**src/rtl/lift_scheduler.sv**
```systemverilog
// Elevator floor-request scheduler: latches button requests, picks the travel
// direction by SCAN, steps the car one floor at a time and runs the door handshake.
module lift_scheduler #(
  parameter int unsigned FLOORS        = 8,
  parameter int unsigned FW            = 3,
  parameter int unsigned MOVE_TIME     = 16,
  parameter int unsigned DOOR_HOLD     = 32,
  parameter int unsigned CLOSE_TIMEOUT = 64
) (
  input  logic              clk,
  input  logic              rst,
  input  logic [FLOORS-1:0] req_in,
  input  logic              close_signal,
  output logic              open_signal,
  output logic              move_up,
  output logic              move_down,
  output logic [FW-1:0]     cur_floor,
  output logic              dir_up,
  output logic [FLOORS-1:0] req_pending,
  output logic              busy
);

  localparam int unsigned MoveW = (MOVE_TIME > 1) ? $clog2(MOVE_TIME) : 1;
  localparam int unsigned HoldW = (DOOR_HOLD > 1) ? $clog2(DOOR_HOLD) : 1;
  localparam int unsigned WaitW = (CLOSE_TIMEOUT > 1) ? $clog2(CLOSE_TIMEOUT) : 1;

  localparam logic [MoveW-1:0] MoveLast = MoveW'(MOVE_TIME - 1);
  localparam logic [HoldW-1:0] HoldLast = HoldW'(DOOR_HOLD - 1);
  localparam logic [WaitW-1:0] WaitLast = WaitW'(CLOSE_TIMEOUT - 1);

  typedef enum logic [2:0] {
    StIdle,
    StMove,
    StOpen,
    StClosing,
    StDecide
  } state_e;

  state_e            state_q, state_d;
  logic [FW-1:0]     floor_q, floor_d;
  logic              dir_q, dir_d;
  logic [FLOORS-1:0] pend_q, pend_d;
  logic [MoveW-1:0]  move_cnt_q, move_cnt_d;
  logic [HoldW-1:0]  hold_cnt_q, hold_cnt_d;
  logic [WaitW-1:0]  wait_cnt_q, wait_cnt_d;
  logic              close_prev_q;

  logic              above, below, here;
  logic              req_here, close_fall;
  logic              scan_dir;
  logic [FW-1:0]     step_floor;
  logic [FLOORS-1:0] latch_mask;

  // Request summary relative to the car, from the registered request set only.
  always_comb begin
    above = 1'b0;
    below = 1'b0;
    for (int unsigned i = 0; i < FLOORS; i++) begin
      if (pend_q[i] && (FW'(i) > floor_q)) begin
        above = 1'b1;
      end
      if (pend_q[i] && (FW'(i) < floor_q)) begin
        below = 1'b1;
      end
    end
  end

  assign here       = pend_q[floor_q];
  assign req_here   = req_in[floor_q];
  assign close_fall = close_prev_q & ~close_signal;
  // Keep the current direction while work remains that way, otherwise turn toward it.
  assign scan_dir   = (dir_q ? above : below) ? dir_q : above;
  assign step_floor = dir_q ? (floor_q + FW'(1)) : (floor_q - FW'(1));

  always_comb begin
    state_d    = state_q;
    floor_d    = floor_q;
    dir_d      = dir_q;
    move_cnt_d = move_cnt_q;
    hold_cnt_d = hold_cnt_q;
    wait_cnt_d = wait_cnt_q;

    case (state_q)
      StIdle: begin
        if (here) begin
          state_d    = StOpen;
          hold_cnt_d = '0;
        end else if (above || below) begin
          state_d    = StMove;
          dir_d      = scan_dir;
          move_cnt_d = '0;
        end
      end

      StMove: begin
        if (move_cnt_q == MoveLast) begin
          move_cnt_d = '0;
          floor_d    = step_floor;
          if (pend_q[step_floor]) begin
            state_d    = StOpen;
            hold_cnt_d = '0;
          end
        end else begin
          move_cnt_d = move_cnt_q + MoveW'(1);
        end
      end

      StOpen: begin
        if (req_here) begin
          hold_cnt_d = '0;
        end else if (hold_cnt_q == HoldLast) begin
          state_d    = StClosing;
          hold_cnt_d = '0;
          wait_cnt_d = '0;
        end else begin
          hold_cnt_d = hold_cnt_q + HoldW'(1);
        end
      end

      StClosing: begin
        // A button press at this floor beats a simultaneous close completion.
        if (req_here) begin
          state_d    = StOpen;
          hold_cnt_d = '0;
        end else if (close_fall) begin
          state_d    = StDecide;
        end else if (wait_cnt_q == WaitLast) begin
          state_d    = StOpen;
          hold_cnt_d = '0;
        end else begin
          wait_cnt_d = wait_cnt_q + WaitW'(1);
        end
      end

      StDecide: begin
        if (above || below) begin
          state_d    = StMove;
          dir_d      = scan_dir;
          move_cnt_d = '0;
        end else begin
          state_d    = StIdle;
        end
      end

      default: begin
        state_d = StIdle;
      end
    endcase
  end

  // The floor being served never latches its own button; presses there re-open the door.
  always_comb begin
    latch_mask = '1;
    if ((state_q == StOpen) || (state_q == StClosing)) begin
      latch_mask[floor_q] = 1'b0;
    end
    if (state_d == StOpen) begin
      latch_mask[floor_d] = 1'b0;
    end
    pend_d = (pend_q | req_in) & latch_mask;
  end

  always_ff @(posedge clk) begin
    if (rst) begin
      state_q      <= StIdle;
      floor_q      <= '0;
      dir_q        <= 1'b1;
      pend_q       <= '0;
      move_cnt_q   <= '0;
      hold_cnt_q   <= '0;
      wait_cnt_q   <= '0;
      close_prev_q <= 1'b0;
    end else begin
      state_q      <= state_d;
      floor_q      <= floor_d;
      dir_q        <= dir_d;
      pend_q       <= pend_d;
      move_cnt_q   <= move_cnt_d;
      hold_cnt_q   <= hold_cnt_d;
      wait_cnt_q   <= wait_cnt_d;
      close_prev_q <= close_signal;
    end
  end

  assign open_signal = (state_q == StOpen);
  assign move_up     = (state_q == StMove) && dir_q;
  assign move_down   = (state_q == StMove) && !dir_q;
  assign cur_floor   = floor_q;
  assign dir_up      = dir_q;
  assign req_pending = pend_q;
  assign busy        = (state_q != StIdle);

  // Motor and door drives never overlap and the car stays inside the shaft.
  drive_exclusive_a : assert property (@(posedge clk) disable iff (rst)
    $onehot0({open_signal, move_up, move_down}));
  floor_in_range_a : assert property (@(posedge clk) disable iff (rst)
    (32'(cur_floor) < FLOORS));

endmodule

```
**config.mk**
```make
export PLATFORM = sky130hd
export DESIGN_NAME = lift_scheduler
export DESIGN_NICKNAME = d
export VERILOG_FILES = /design/src/rtl/lift_scheduler.sv
export SDC_FILE = /design/constraint.sdc
export NUM_CORES = 1
export LEC_CHECK = 0
export CAP_MARGIN = 30
export CORE_MARGIN = 4
export CORE_UTILIZATION = 45
export CTS_BUF_LIST = sky130_fd_sc_hd__clkbuf_4
export CTS_CLUSTER_DIAMETER = 150
export DETAILED_ROUTE_END_ITERATION = 10
export GPL_TIMING_DRIVEN = 0
export PLACE_DENSITY = 0.66
export SKIP_CTS_REPAIR_TIMING = 1
export SLEW_MARGIN = 25
export SYNTH_ARGS = -nofsm -noshare
export SYNTH_HDL_FRONTEND = slang
export SYNTH_SLANG_ARGS = --single-unit
export TNS_END_PERCENT = 10
```
**constraint.sdc**
```tcl
create_clock -name clk -period 5.3 [get_ports clk]
set_input_delay 1.06 -clock clk [delete_from_list [all_inputs] [get_ports clk]]
set_output_delay 1.06 -clock clk [all_outputs]
set_load 0.03 [all_outputs]
```
======== Word level (Yosys, flattened, before mapping) ========
Cells that the tools add are included.
W data, S select, Z words.
storage, ports and cells
  flip-flop bits (word level) ............. 31
  memories ................................ 0
  logic and storage cells ................. 159
  memory bits (read-only) ................. 0
  latch bits .............................. 0
  RAM bits ................................ 0
cells by class
  $mul .................................... 0
  divide/modulo/power cells ............... 0
  shift-type cells ........................ 0
  bitwise operators ....................... 7
  equality and inequality tests ........... 19
  mux-type cells .......................... 66
  reductions and logical operators ........ 33
  add/subtract/negate cells ............... 5
  magnitude comparators ................... 21
operator list
  kind                   number
  $mux W5                8
  $mux W3                12
  $mux W6                5
  $mux W1                26
  $logic_and A1 B1 Y1    20
  $pmux W5 S4            1
  $and A8 B8 Y8          2
  $mux W8                2
  $ne A2 B2 Y1 const B   8
  $not A8 Y8             2
  $pmux W3 S5            1
  $gt A3 B3 Y1 const A   4
  $lt A3 B3 Y1 const A   4
  $lt A3 B4 Y1 const B   3
  $mux W4                3
  $pmux W4 S3            1
  $pmux W6 S2            1
  $reduce_and A6 Y1      2
  $bmux W1 S3            3
  $eq A3 B2 Y1 const B   3
  $or A8 B8 Y8           1
  $add A6 B1 Y6 const B  1
  $demux W1 S3           2
  $eq A6 B6 Y1 const B   1
  other kinds (25)       35

======== Longest topological paths before layout ========
  depth in word-level cells ............... 17
  depth in mapped cells ................... 10
  mapped depth without buffers ............ 8

======== Least setup slack after synthesis ========
No wires, ideal clock.
  path type ............................... flip-flop to flip-flop
  start ................................... reg floor_q[1], in the netlist cur_floor[1]
  end ..................................... reg pend_q[0], in the netlist req_pending[0]
  stages on the path, launching flop included .. 11
  arrival time ............................ 2.608 ns
  clock period less this slack ............ 2.738 ns
  slack ................................... 2.562 ns
  cells stage by stage .................... dfxtp_1 > buf_2 > inv_1 > ha_1 > xor2_1 > mux2_2 > o211ai_1 > o21ai_1 > buf_2 > a2111oi_0 > a21oi_1
between the ends
  cells in the longest elaborated chain, start to end .. 17
ends and longest elaborated chain
  item                                             RTL line  source
  from (decl)                                      40        logic [FW-1:0] floor_q, floor_d;
  from (signal assigned)                           175       floor_q <= floor_d;
  $gt A1 B3 Y1 or $lt A1 B3 Y1 (tied branches)     59, 62
  $logic_and A1 B1 Y1, on equally long branches    59, 62
  $mux W1, on equally long branches (8 in series)  59, 62
  $logic_or A1 B1 Y1                               88, 136
  $mux W3                                          88        end else if (above || below) begin
  $mux W3                                          85        if (here) begin
  $pmux W3 S5                                      83        case (state_q)
  $eq A3 B2 Y1                                     157       if (state_d == StOpen) begin
  $mux W8 (*)                                      157
  $and A8 B8 Y8 (*)                                160       pend_d = (pend_q | req_in) & latch_mask;
  to (signal assigned)                             177       pend_q <= pend_d;
  to (decl)                                        42        logic [FLOORS-1:0] pend_q, pend_d;
Every way passes the cells marked *; elsewhere a longest branch is shown, timed or not. The select of a mux whose other input is x is not followed.
A chain may end at the register's enable or synchronous reset.

======== Worst setup path after layout ========
  start ................................... reg state_q[0]
  end ..................................... out move_up
between the ends
  cells in the longest elaborated chain, start to end .. 2
ends and longest elaborated chain
  item                    RTL line  source
  from (decl)             39        state_e state_q, state_d;
  from (signal assigned)  165       state_q <= StIdle;
  from (signal assigned)  174       state_q <= state_d;
  $eq A3 B1 Y1            186       assign move_up = (state_q == StMove) && dir_q;
  $logic_and A1 B1 Y1     186
  to (decl)               15        output logic move_up,
No other way between the ends.

==> impl_metrics.tcl <==
set metrics [dict create \
    worst-r2r-cell-count 10 \
    clock_sink_count 31 \
    synth_top_cells_by_count "sky130_fd_sc_hd__dfxtp_1, sky130_fd_sc_hd__a21oi_1, sky130_fd_sc_hd__nand2_1" \
    place.port_buffers 26 \
    post_synthesis_sequential_area_ratio 0.268 \
    dr_wl_met3_um 368 \
    ys_async_sr_fraction 0 \
    final_core_utilization 0.561 \
    regToRegStartpoint "cur_floor[1]" \
    ys_seq_elements 31 \
    synth_largest_type_area_fraction 0.268 \
    hold-path-endpoint "wait_cnt_q[3]" \
    post-route-worst-setup-slack_ns 1.89 \
    fin_crit_sh 0.644 \
    postRouteAntennaNets 0 \
    ir_worst_vdd_v 0.000179 \
    slowest_delay_ns 0.66 \
    hpwl_um 4640 \
    layout-area-overhead-vs-synth_pct 17.3 \
    top_layer "met4" \
    r2r-end "req_pending[0]" \
    die_height_um 79.8 \
    setup_total_negative_slack_ns 0 \
    synth_cells 276 \
    final.min_clock_period_ns 3.41 \
    grt_start_max_net_pins 11 \
    worst-endpoint-required_ns 4.24 \
    max_slew.worst_pin.slew_ns 0.702 \
    nNetsFinal 330 \
    clock_tree.buffer_depth 2 \
    num_antenna_cells 0 \
    dpl_worst_slack_ns 2.07 \
    path_delay_family "buffers and inverters" \
    drt_first_pass_iters 4 \
    routabilityCongestion 0.837 \
    dieArea_um2 6370 \
    grt_use_total 0.205 \
    synth_flop_cell "sky130_fd_sc_hd__dfxtp_1" \
    finalMaxSlewViolations 0 \
    synth.avg_cell_area_um2 8.40 \
    die_x_um 79.8 \
    worst-r2r-setup-slack_ns 1.99 \
    antenna_found_initial 0 \
    synth_net_count 297 \
    routedWlPerCell_um 16.3 \
    crit_path_start_kind "flop" \
    status "finished clean" \
    grt_setup_unrepaired "false" \
    drt_first_iter_violations 142 \
    combined_area_of_the_multi_input_logic_cells_um2 1580 \
    timing.final.hold_violations 0 \
    ctsRootBufferMaster "sky130_fd_sc_hd__clkbuf_4" \
    worst_hold_path.num_cells 2 \
    max-cap-violations 0 \
    synth_edf_count 0 \
    met1_length_um 2950 \
    num_vias 2267 \
    tritoncts_clock_tree "built" \
    worstPathCellList "buf_6 -> inv_1 -> nor3_1 -> and2_1 -> clkdlybuf4s50_1" \
    synthMostInstantiatedCell "sky130_fd_sc_hd__dfxtp_1" \
    timing.hold.worst.start "wait_cnt_q[3]" \
    maxClockFrequency_mhz 293 \
    ys_warns 0 \
    placementRows 25 \
    crit_path_top_delay_cell "sky130_fd_sc_hd__clkdlybuf4s50_1" \
    dr_wl_met2_um 2730 \
    synthesis.area_um2 2320 \
    power_density_nw_per_um2 260 \
    final_cell_count_no_fill 377 \
    placedCellCount 369 \
    drt_drc_violations_left 0 \
    crit_fanout 10 \
    wire_length_of_the_first_global_routing_pass_um 10300 \
    worst-path-buf-inv 3 \
    sum_of_routed_wire_length_over_all_layers_um 6150 \
    initial_utilization 0.478 \
    path_clk_slew_ns 0.10 \
    crit_type "flop to primary output" \
    via_to_cell_ratio 6.01 \
    critical_path.endpoint_type "primary output" \
    first_global_vias 2057 \
    max-slew-margin-rel 0.520 \
    hp-class "flop to flop" \
    crit_arrival_ns 2.35 \
    cts_max_level 2 \
    clock_latency_ns 0.33 \
    leakage_uw 0.000986 \
    count_of_fill_cells_added_during_filler_insertion 462 \
    gr-total-overflow 0 \
    setup_viol_count_final 0 \
    cts_buffers 5 \
    layout.area.seq_um2 621 \
    final_layout_size_suffix_gt1_frac 0.119 \
    cell_types_with_the_largest_area_share_after_synthesis "sky130_fd_sc_hd__dfxtp_1, sky130_fd_sc_hd__a21oi_1, sky130_fd_sc_hd__ha_1, sky130_fd_sc_hd__nand2_1, sky130_fd_sc_hd__nor2_1" \
    synthDistinctLibCells 67 \
    io_pins 27 \
    synth_top_area_cell "sky130_fd_sc_hd__dfxtp_1" \
    core_um2 4850 \
    clock_skew_ns 0.00344 \
]
registers in the layout (all words and copies together), names as in the netlist:
signal and count:
close_prev_q 1, cur_floor 3, dir_up 1, hold_cnt_q 5, move_cnt_q 4, req_pending 8, state_q 3, wait_cnt_q 6
metal layers:
layer,vias to the layer above,track usage
met5,-,0
met4,0,0.0642
met3,9,0.0361
met2,66,0.316
met1,1074,0.291
li1,1118,-
logic make-up (layout without fill, tap and decap cells):
group / count (synthesis) / in the layout / synth area share
xor gates and xnor gates: 3 / 3 / 0.0113
muxes: 14 / 14 / 0.0712
buffers and inverters: 23 / 57 / 0.0512
and+or+nand+nor: 101 / 101 / 0.242
DFF: 31 / 31 / 0.268
adders and majority gates: 10 / 10 / 0.0539
AOI/OAI and AO/OA: 94 / 94 / 0.303
tightest hold or removal path: cells and delay by family, from the launching register on:
family | cells | cell delay, ns
simple gates | 1 | 0.06
compound gates | 1 | 0.05
flops | 1 | 0.34
how the worst max path moves through the flow:
| stage | cells after the start | startpoint | end |
|---|---|---|---|
| 6_report | 5 | state_q[0] | move_up |
| 5_1_grt | 5 | state_q[0] | move_up |
| 4_1_cts | 5 | state_q[0] | move_up |
| 3_5_place_dp | 10 | cur_floor[1] | req_pending[0] |
| 3_3_place_gp | 10 | cur_floor[1] | req_pending[0] |
| 2_1_floorplan | 10 | cur_floor[1] | req_pending[0] |
layout make-up:
type,count,area share
sequential,31,0.228
timing repair buffer,26,0.0956
tap,67,0.0308
clock buffer,7,0.0193
clock inverter,1,0.00184
inverter,10,0.0138
multi-input combinational,222,0.581
buffer,13,0.0299
cell usage in the layout, fill, tap and decap left out, drive strengths merged, types with 9 or more instances in the layout:
master / n
dfxtp: 31
clkdlybuf4s50: 26
nand2: 25
a21oi: 25
nor2: 25
o21ai: 14
clkbuf: 12
inv: 10
ha: 10
nor2b: 9
a2111oi: 9
nand2b: 9
stage by stage:
stage                     area (um2)  hold WS, ns  power [uW]
final                           2720        0.482         707
after floorplan                 2320        0.443         475
after global placement          2660        0.462         564
after detailed placement        2660        0.463         565
after global routing            2720        0.502         753
after CTS                       2720        0.485         709
power breakdown:
part | internal (uW) | leakage, uW | switching (uW)
clock | 61.9 | 0.0000361 | 81.7
combinational | 112 | 0.000697 | 180
sequential | 248 | 0.000253 | 23.4
Note: power is estimated with default switching activity, not from simulation.
